<file path="src/rtl/wb_cmd_master.sv">
// wb_cmd_master: single-outstanding Wishbone pipelined master.
// It turns a valid/ready command stream into one bus transaction per command
// and returns the result on a valid/ready response stream. A per-transaction
// timeout keeps a dead slave from hanging the command path.
module wb_cmd_master #(
  parameter int unsigned ADDR_W  = 2,
  parameter int unsigned DATA_W  = 32,
  parameter int unsigned TIMEOUT = 255
) (
  input  logic              i_clk,
  input  logic              i_reset,
  input  logic              i_cmd_valid,
  output logic              o_cmd_ready,
  input  logic              i_cmd_we,
  input  logic [ADDR_W-1:0] i_cmd_addr,
  input  logic [DATA_W-1:0] i_cmd_data,
  output logic              o_rsp_valid,
  input  logic              i_rsp_ready,
  output logic [DATA_W-1:0] o_rsp_data,
  output logic              o_rsp_err,
  output logic              o_rsp_timeout,
  output logic              o_wb_cyc,
  output logic              o_wb_stb,
  output logic              o_wb_we,
  output logic [ADDR_W-1:0] o_wb_addr,
  output logic [DATA_W-1:0] o_wb_data,
  input  logic              i_wb_ack,
  input  logic              i_wb_stall,
  input  logic              i_wb_err,
  input  logic [DATA_W-1:0] i_wb_data
);

  // Counter only has to reach TIMEOUT-1.
  localparam int unsigned CNT_W = (TIMEOUT > 2) ? $clog2(TIMEOUT) : 1;

  typedef enum logic [1:0] {
    IDLE = 2'd0,
    REQ  = 2'd1,
    WAIT = 2'd2,
    RESP = 2'd3
  } state_t;

  state_t            r_state;
  state_t            w_next;
  logic              r_we;
  logic [ADDR_W-1:0] r_addr;
  logic [DATA_W-1:0] r_data;
  logic [CNT_W-1:0]  r_cnt;
  logic [DATA_W-1:0] r_rsp_data;
  logic              r_rsp_err;
  logic              r_rsp_to;

  logic w_last;
  logic w_fin;
  logic w_err;
  logic w_to;
  logic w_cap;
  logic w_bus;

  assign w_last = (TIMEOUT != 0) && (r_cnt == CNT_W'(TIMEOUT - 1));
  assign w_bus  = (r_state == REQ) || (r_state == WAIT);

  // State register.
  always_ff @(posedge i_clk) begin
    if (i_reset) r_state <= IDLE;
    else         r_state <= w_next;
  end

  // Next state and termination decode; err beats ack, a real termination beats timeout.
  always_comb begin
    w_next = r_state;
    w_fin  = 1'b0;
    w_err  = 1'b0;
    w_to   = 1'b0;
    w_cap  = 1'b0;
    case (r_state)
      IDLE: if (i_cmd_valid) w_next = REQ;
      REQ: begin
        if (!i_wb_stall && (i_wb_err || i_wb_ack)) begin
          w_fin = 1'b1;
          w_err = i_wb_err;
          w_cap = !i_wb_err && !r_we;
        end else if (w_last) begin
          w_fin = 1'b1;
          w_err = 1'b1;
          w_to  = 1'b1;
        end else if (!i_wb_stall) begin
          w_next = WAIT;
        end
      end
      WAIT: begin
        if (i_wb_err || i_wb_ack) begin
          w_fin = 1'b1;
          w_err = i_wb_err;
          w_cap = !i_wb_err && !r_we;
        end else if (w_last) begin
          w_fin = 1'b1;
          w_err = 1'b1;
          w_to  = 1'b1;
        end
      end
      RESP: if (i_rsp_ready) w_next = IDLE;
      default: w_next = IDLE;
    endcase
    if (w_fin) w_next = RESP;
  end

  // Command capture, timeout counter and response registers.
  always_ff @(posedge i_clk) begin
    if (i_reset) begin
      r_we       <= 1'b0;
      r_addr     <= '0;
      r_data     <= '0;
      r_cnt      <= '0;
      r_rsp_data <= '0;
      r_rsp_err  <= 1'b0;
      r_rsp_to   <= 1'b0;
    end else begin
      if (r_state == IDLE && i_cmd_valid) begin
        r_we   <= i_cmd_we;
        r_addr <= i_cmd_addr;
        r_data <= i_cmd_data;
        r_cnt  <= '0;
      end else if (w_bus) begin
        r_cnt <= r_cnt + 1'b1;
      end
      if (w_fin) begin
        r_rsp_err  <= w_err;
        r_rsp_to   <= w_to;
        r_rsp_data <= w_cap ? i_wb_data : '0;
      end
    end
  end

  assign o_cmd_ready   = (r_state == IDLE);
  assign o_wb_cyc      = w_bus;
  assign o_wb_stb      = (r_state == REQ);
  assign o_wb_we       = w_bus && r_we;
  assign o_wb_addr     = w_bus ? r_addr : '0;
  assign o_wb_data     = w_bus ? r_data : '0;
  assign o_rsp_valid   = (r_state == RESP);
  assign o_rsp_data    = o_rsp_valid ? r_rsp_data : '0;
  assign o_rsp_err     = o_rsp_valid && r_rsp_err;
  assign o_rsp_timeout = o_rsp_valid && r_rsp_to;

endmodule

</file>
<file path="config.mk">
export PLATFORM = sky130hd
export DESIGN_NAME = wb_cmd_master
export DESIGN_NICKNAME = d
export VERILOG_FILES = /design/src/rtl/wb_cmd_master.sv
export SDC_FILE = /design/constraint.sdc
export NUM_CORES = 1
export LEC_CHECK = 0
export BUFFER_PORTS_ARGS = -buffer_cell sky130_fd_sc_hd__buf_2
export CAP_MARGIN = 30
export CORE_UTILIZATION = 43
export CTS_CLUSTER_SIZE = 10
export DETAILED_ROUTE_END_ITERATION = 10
export GPL_ROUTABILITY_DRIVEN = 0
export GPL_TIMING_DRIVEN = 0
export PLACE_DENSITY = 0.76
export SLEW_MARGIN = 20
export SYNTH_ARGS = -nofsm -noshare
export SYNTH_HDL_FRONTEND = slang
export SYNTH_SLANG_ARGS = --single-unit
</file>
<file path="constraint.sdc">
create_clock -name i_clk -period 1.6 [get_ports i_clk]
set_input_delay 0.08 -clock i_clk [delete_from_list [all_inputs] [get_ports i_clk]]
set_output_delay 0.08 -clock i_clk [all_outputs]
set_load 0.1 [all_outputs]
</file>
==> PnR_summary.wiki <==
{| class="wikitable"
! Metric !! Value
|-
| Type of the setup path with the least slack || register to register
|-
| Maximum vdd drop || 0.00151 V
|-
| # clock sinks || 79
|-
| Fraction of final layout cells with drive strength greater than 1 || 0.494
|-
| Crit path largest cell delay || roughly 380 ps
|-
| Total of endpoints with negative setup slack in the final report || 110
|-
| Number of antenna violations at the first check in global routing || 1
|-
| Pin count of the biggest net entering global routing || 13
|-
| Die width || 91.4 microns
|-
| Mean number of vias per cell || roughly 6.1
|-
| Global-route track usage on met1 || 0.383
|-
| Most instantiated cells after synthesis || 79 x dfxtp_1, 75 x nand2_1, 71 x and2_1
|-
| Total core area || 7730 sq um
|-
| Floorplan die area || 8350 sq um
|-
| Number of global-route vias before repair || 4480
|-
| Maximum clock frequency || about 0.5 GHz
|-
| Cell at the slowest stage of the critical path || dfxtp_4
|-
| Crit Reg-Reg Endpoint || r_rsp_data[18]$_SDFFE_PP0P_
|-
| Max-Slew Margin vs Limit || 0.617
|-
| Count of placed standard cells in the final layout, fillers left out || 775
|-
| Sum of negative setup slack || -24320 ps
|-
| Net count, final || 749
|-
| Summed instance area of the synthesized netlist || 3440 sq um
|-
| Number of enable-type register cells in the synthesized netlist || 0
|-
| Worst Hold Class || primary input to register
|-
| Syn_nets || between 400 and 500
|-
| Number of cells produced by synthesis || 418
|-
| Detailed placement HPWL || 6480 microns
|-
| Slew at the pin closest to its max-slew limit || about 570 ps
|-
| Hold path endpoint || r_rsp_data[25]$_SDFFE_PP0P_
|-
| Hold Startpoint || i_wb_data[25]
|-
| Req. time, crit path || roughly 1800 ps
|-
| Hold WS || -9.66 ps
|-
| GRT Residual Overflow || 0
|-
| Library cell appearing most often on the critical path || buf_12
|-
| Portion of synthesized cell area occupied by the leading cell type || 0.460
|-
| Most frequently used cell type in the post-synthesis netlist || dfxtp_1
|-
| I/O Buffers || 145
|-
| Number of different library cells in the post-synthesis netlist || 35
|-
| Met2 track demand over resource || 0.656
|-
| Final Hold Violating Endpoints || 1
|-
| Worst reg2reg path depth || 9
|-
| Skew-Pair Late Insertion Delay || 370 ps
|-
| Post-Route Utilization || 0.882
|-
| Areal power density over the cells || 1630 nW/um^2
|-
| Highest-utilization routing layer at the global route stage || met2
|-
| Setup WS pre-CTS || -280 ps
|-
| TritonRoute pass-1 iters || 9
|-
| Violated checks || negative hold slack, negative setup slack
|-
| Average cell area after synthesis || 8.22 sq um
|-
| Post-synthesis to final-layout area growth || 98.4%
|-
| CTS tree || built
|-
| Maximum Capacitance Violations || 0
|-
| Standby leakage power || approximately 2.9 nW
|-
| Die outline height || 91.4 microns
|-
| CTS clk-pin slew, worst paths || 90 ps
|-
| Yosys warns || 0
|-
| Post-detailed-route DRC marker count || 0
|-
| Chain of cells forming the critical path || inv_2 > ha_4 > and4_4 > a32oi_4 > buf_12 > buf_12 > buf_8 > a22oi_2 > nor2_1
|-
| Iter 0 DRT Violations || 404
|-
| Internal reg-to-reg setup slack || -410 ps
|-
| Category of the worst setup path capture point || register
|-
| First-pass GRT wire length || 23500 microns
|-
| Overall routed net length || about 18000 microns
|-
| TritonCTS Buffers || 9
|-
| Clock Skews || 15.6 ps
|-
| Number of placed I/O pins || 147
|-
| Post-synth top area cell || dfxtp_1
|-
| Sequential fraction of the synthesis area || 0.460
|-
| Global-route usage over all layers || 0.365
|-
| Outcome || complete, but fails checks
|-
| Most area-consuming cells after synthesis || dfxtp_1 46%, and2_1 13%, nand2_1 8.2%
|-
| Initial Utilization || 0.445
|-
| Number of H-tree levels || 3
|-
| Number of cell rows || 32
|-
| Total instance count after detailed placement || 665
|-
| Post-route minimum period || 2010 ps
|-
| Maximum fanout along the worst path || 8
|-
| Startpoint Class || register
|-
| Post-route clock period utilization || 1.25
|-
| Number of cells traversed by the worst hold path || 3
|-
| RSZ-0062 raised after global routing || true
|-
| Async S/R FF share, synth || 0
|-
| Slew Limit Fails || 0
|-
| Max clock buf depth || 2
|-
| Post-synth top flop || dfxtp_1
|-
| GRT met3 Usage || 0.0729
|-
| Critical path data arrival time || 2240 ps
|-
| Worst reg2reg path startpoint || r_state[0]$_SDFFE_PP0P_
|-
| Final antenna-violating net count || 0
|-
| Clk Tree Root Cell || clkbuf_8
|-
| Least setup slack across all paths after layout || -408 ps
|-
| Synthesis-stage register bit count || 79
|-
| Routed len/inst || 23.7 microns
|-
| Via count of the routed design || roughly 4700
|}
## state kept, by name, indices dropped and copies added, names as in the netlist
register	count
r_data	32
r_state	2
r_rsp_err	1
r_rsp_to	1
r_rsp_data	32
r_addr	2
r_we	1
r_cnt	8
## where the power goes
part	total, mW	internal [mW]	switching (mW)
registers	2.52	2.26	0.260
clock network	1.64	0.861	0.781
logic	6.92	3.01	3.91
## critical path, delay by kind of cell (launching register included)
| family | cells | cell delay (ps) |
|---|---|---|
| AND/OR/NAND/NOR | 2 | 310 |
| AO/OA/AOI/OAI | 2 | 370 |
| buffers and inverters | 4 | 480 |
| adder cells (fa/ha/maj) | 1 | 310 |
| flip-flops | 1 | 380 |
## cell families after synthesis
family          synth area share
fa+ha+maj                 0.0218
buf+inv                   0.0473
compound gates             0.164
simple gates               0.294
xor+xnor                  0.0127
flops                      0.460
## area by class of cell
class	instances	area (sq um)
diodes	1	2.50
plain buffers	29	314
clock buffers	10	128
clock inverters	4	72.6
fillers	251	911
inverters	6	25.0
multi-input cells	303	2060
flip-flops and latches	79	1590
well taps	102	128
repair buffers	241	2500
## per-stage QoR
stage                     hold slack [ps]  power (mW)  area [sq um]
after floorplan                       216        5.74          3630
after CTS                            1.57        9.91          6590
after detailed placement              323        6.37          4490
after global placement                316        6.31          4490
final                               -9.66        11.1          6820
after global routing                 2.64        11.3          6820
## placed cells by master (no fill, tap or decap), types with 4 or more instances in the layout
cell type	n
a21oi_2	4
clkbuf_1	10
dlygate4sd3_1	65
buf_12	44
buf_6	39
nor2_1	42
clkbuf_16	5
and2_4	36
buf_8	4
nand4_1	4
a21oi_1	36
clkbuf_2	7
inv_1	4
xor2_1	4
nand2_1	73
and2_2	35
buf_2	73
buf_4	19
clkbuf_8	9
a22oi_2	32
dfxtp_1	77
## timing repair
action / in CTS / in global routing
hold buffers: 64 / 1
pin swaps: 25 / 15
buffers inserted: 19 / 8
endpoints found under the setup margin: 108 / 143
endpoints found under the hold margin: 64 / 1
cloned: 4 / 2
gates resized for setup: 265 / 43
## layer usage
layer  vias to the layer above  wire length [microns]  share of wire
met3                       154                   1640          0.090
met2                       421                   8770           0.48
met1                      2219                   6410           0.35
met4                         0                   1510          0.082
met5                         -                      0              0
li1                       1901                      -              -
## worst max-delay path by stage
stage,from,to,slack (ps),cells past startpoint
final,r_state[0]$_SDFFE_PP0P_,r_rsp_data[18]$_SDFFE_PP0P_,-410,9
after global routing,r_state[0]$_SDFFE_PP0P_,r_rsp_data[18]$_SDFFE_PP0P_,-460,9
after CTS,r_state[1]$_SDFFE_PP0P_,o_wb_data[1],-150,6
after detailed placement,r_state[0]$_SDFFE_PP0P_,r_rsp_data[19]$_SDFFE_PP0P_,-280,7
after global placement,r_state[0]$_SDFFE_PP0P_,r_rsp_to$_SDFFE_PP0P_,-250,7
after floorplan,r_state[0]$_SDFFE_PP0P_,r_rsp_data[0]$_SDFFE_PP0P_,-180,7
No activity file was read; power rests on OpenSTA's default activity.
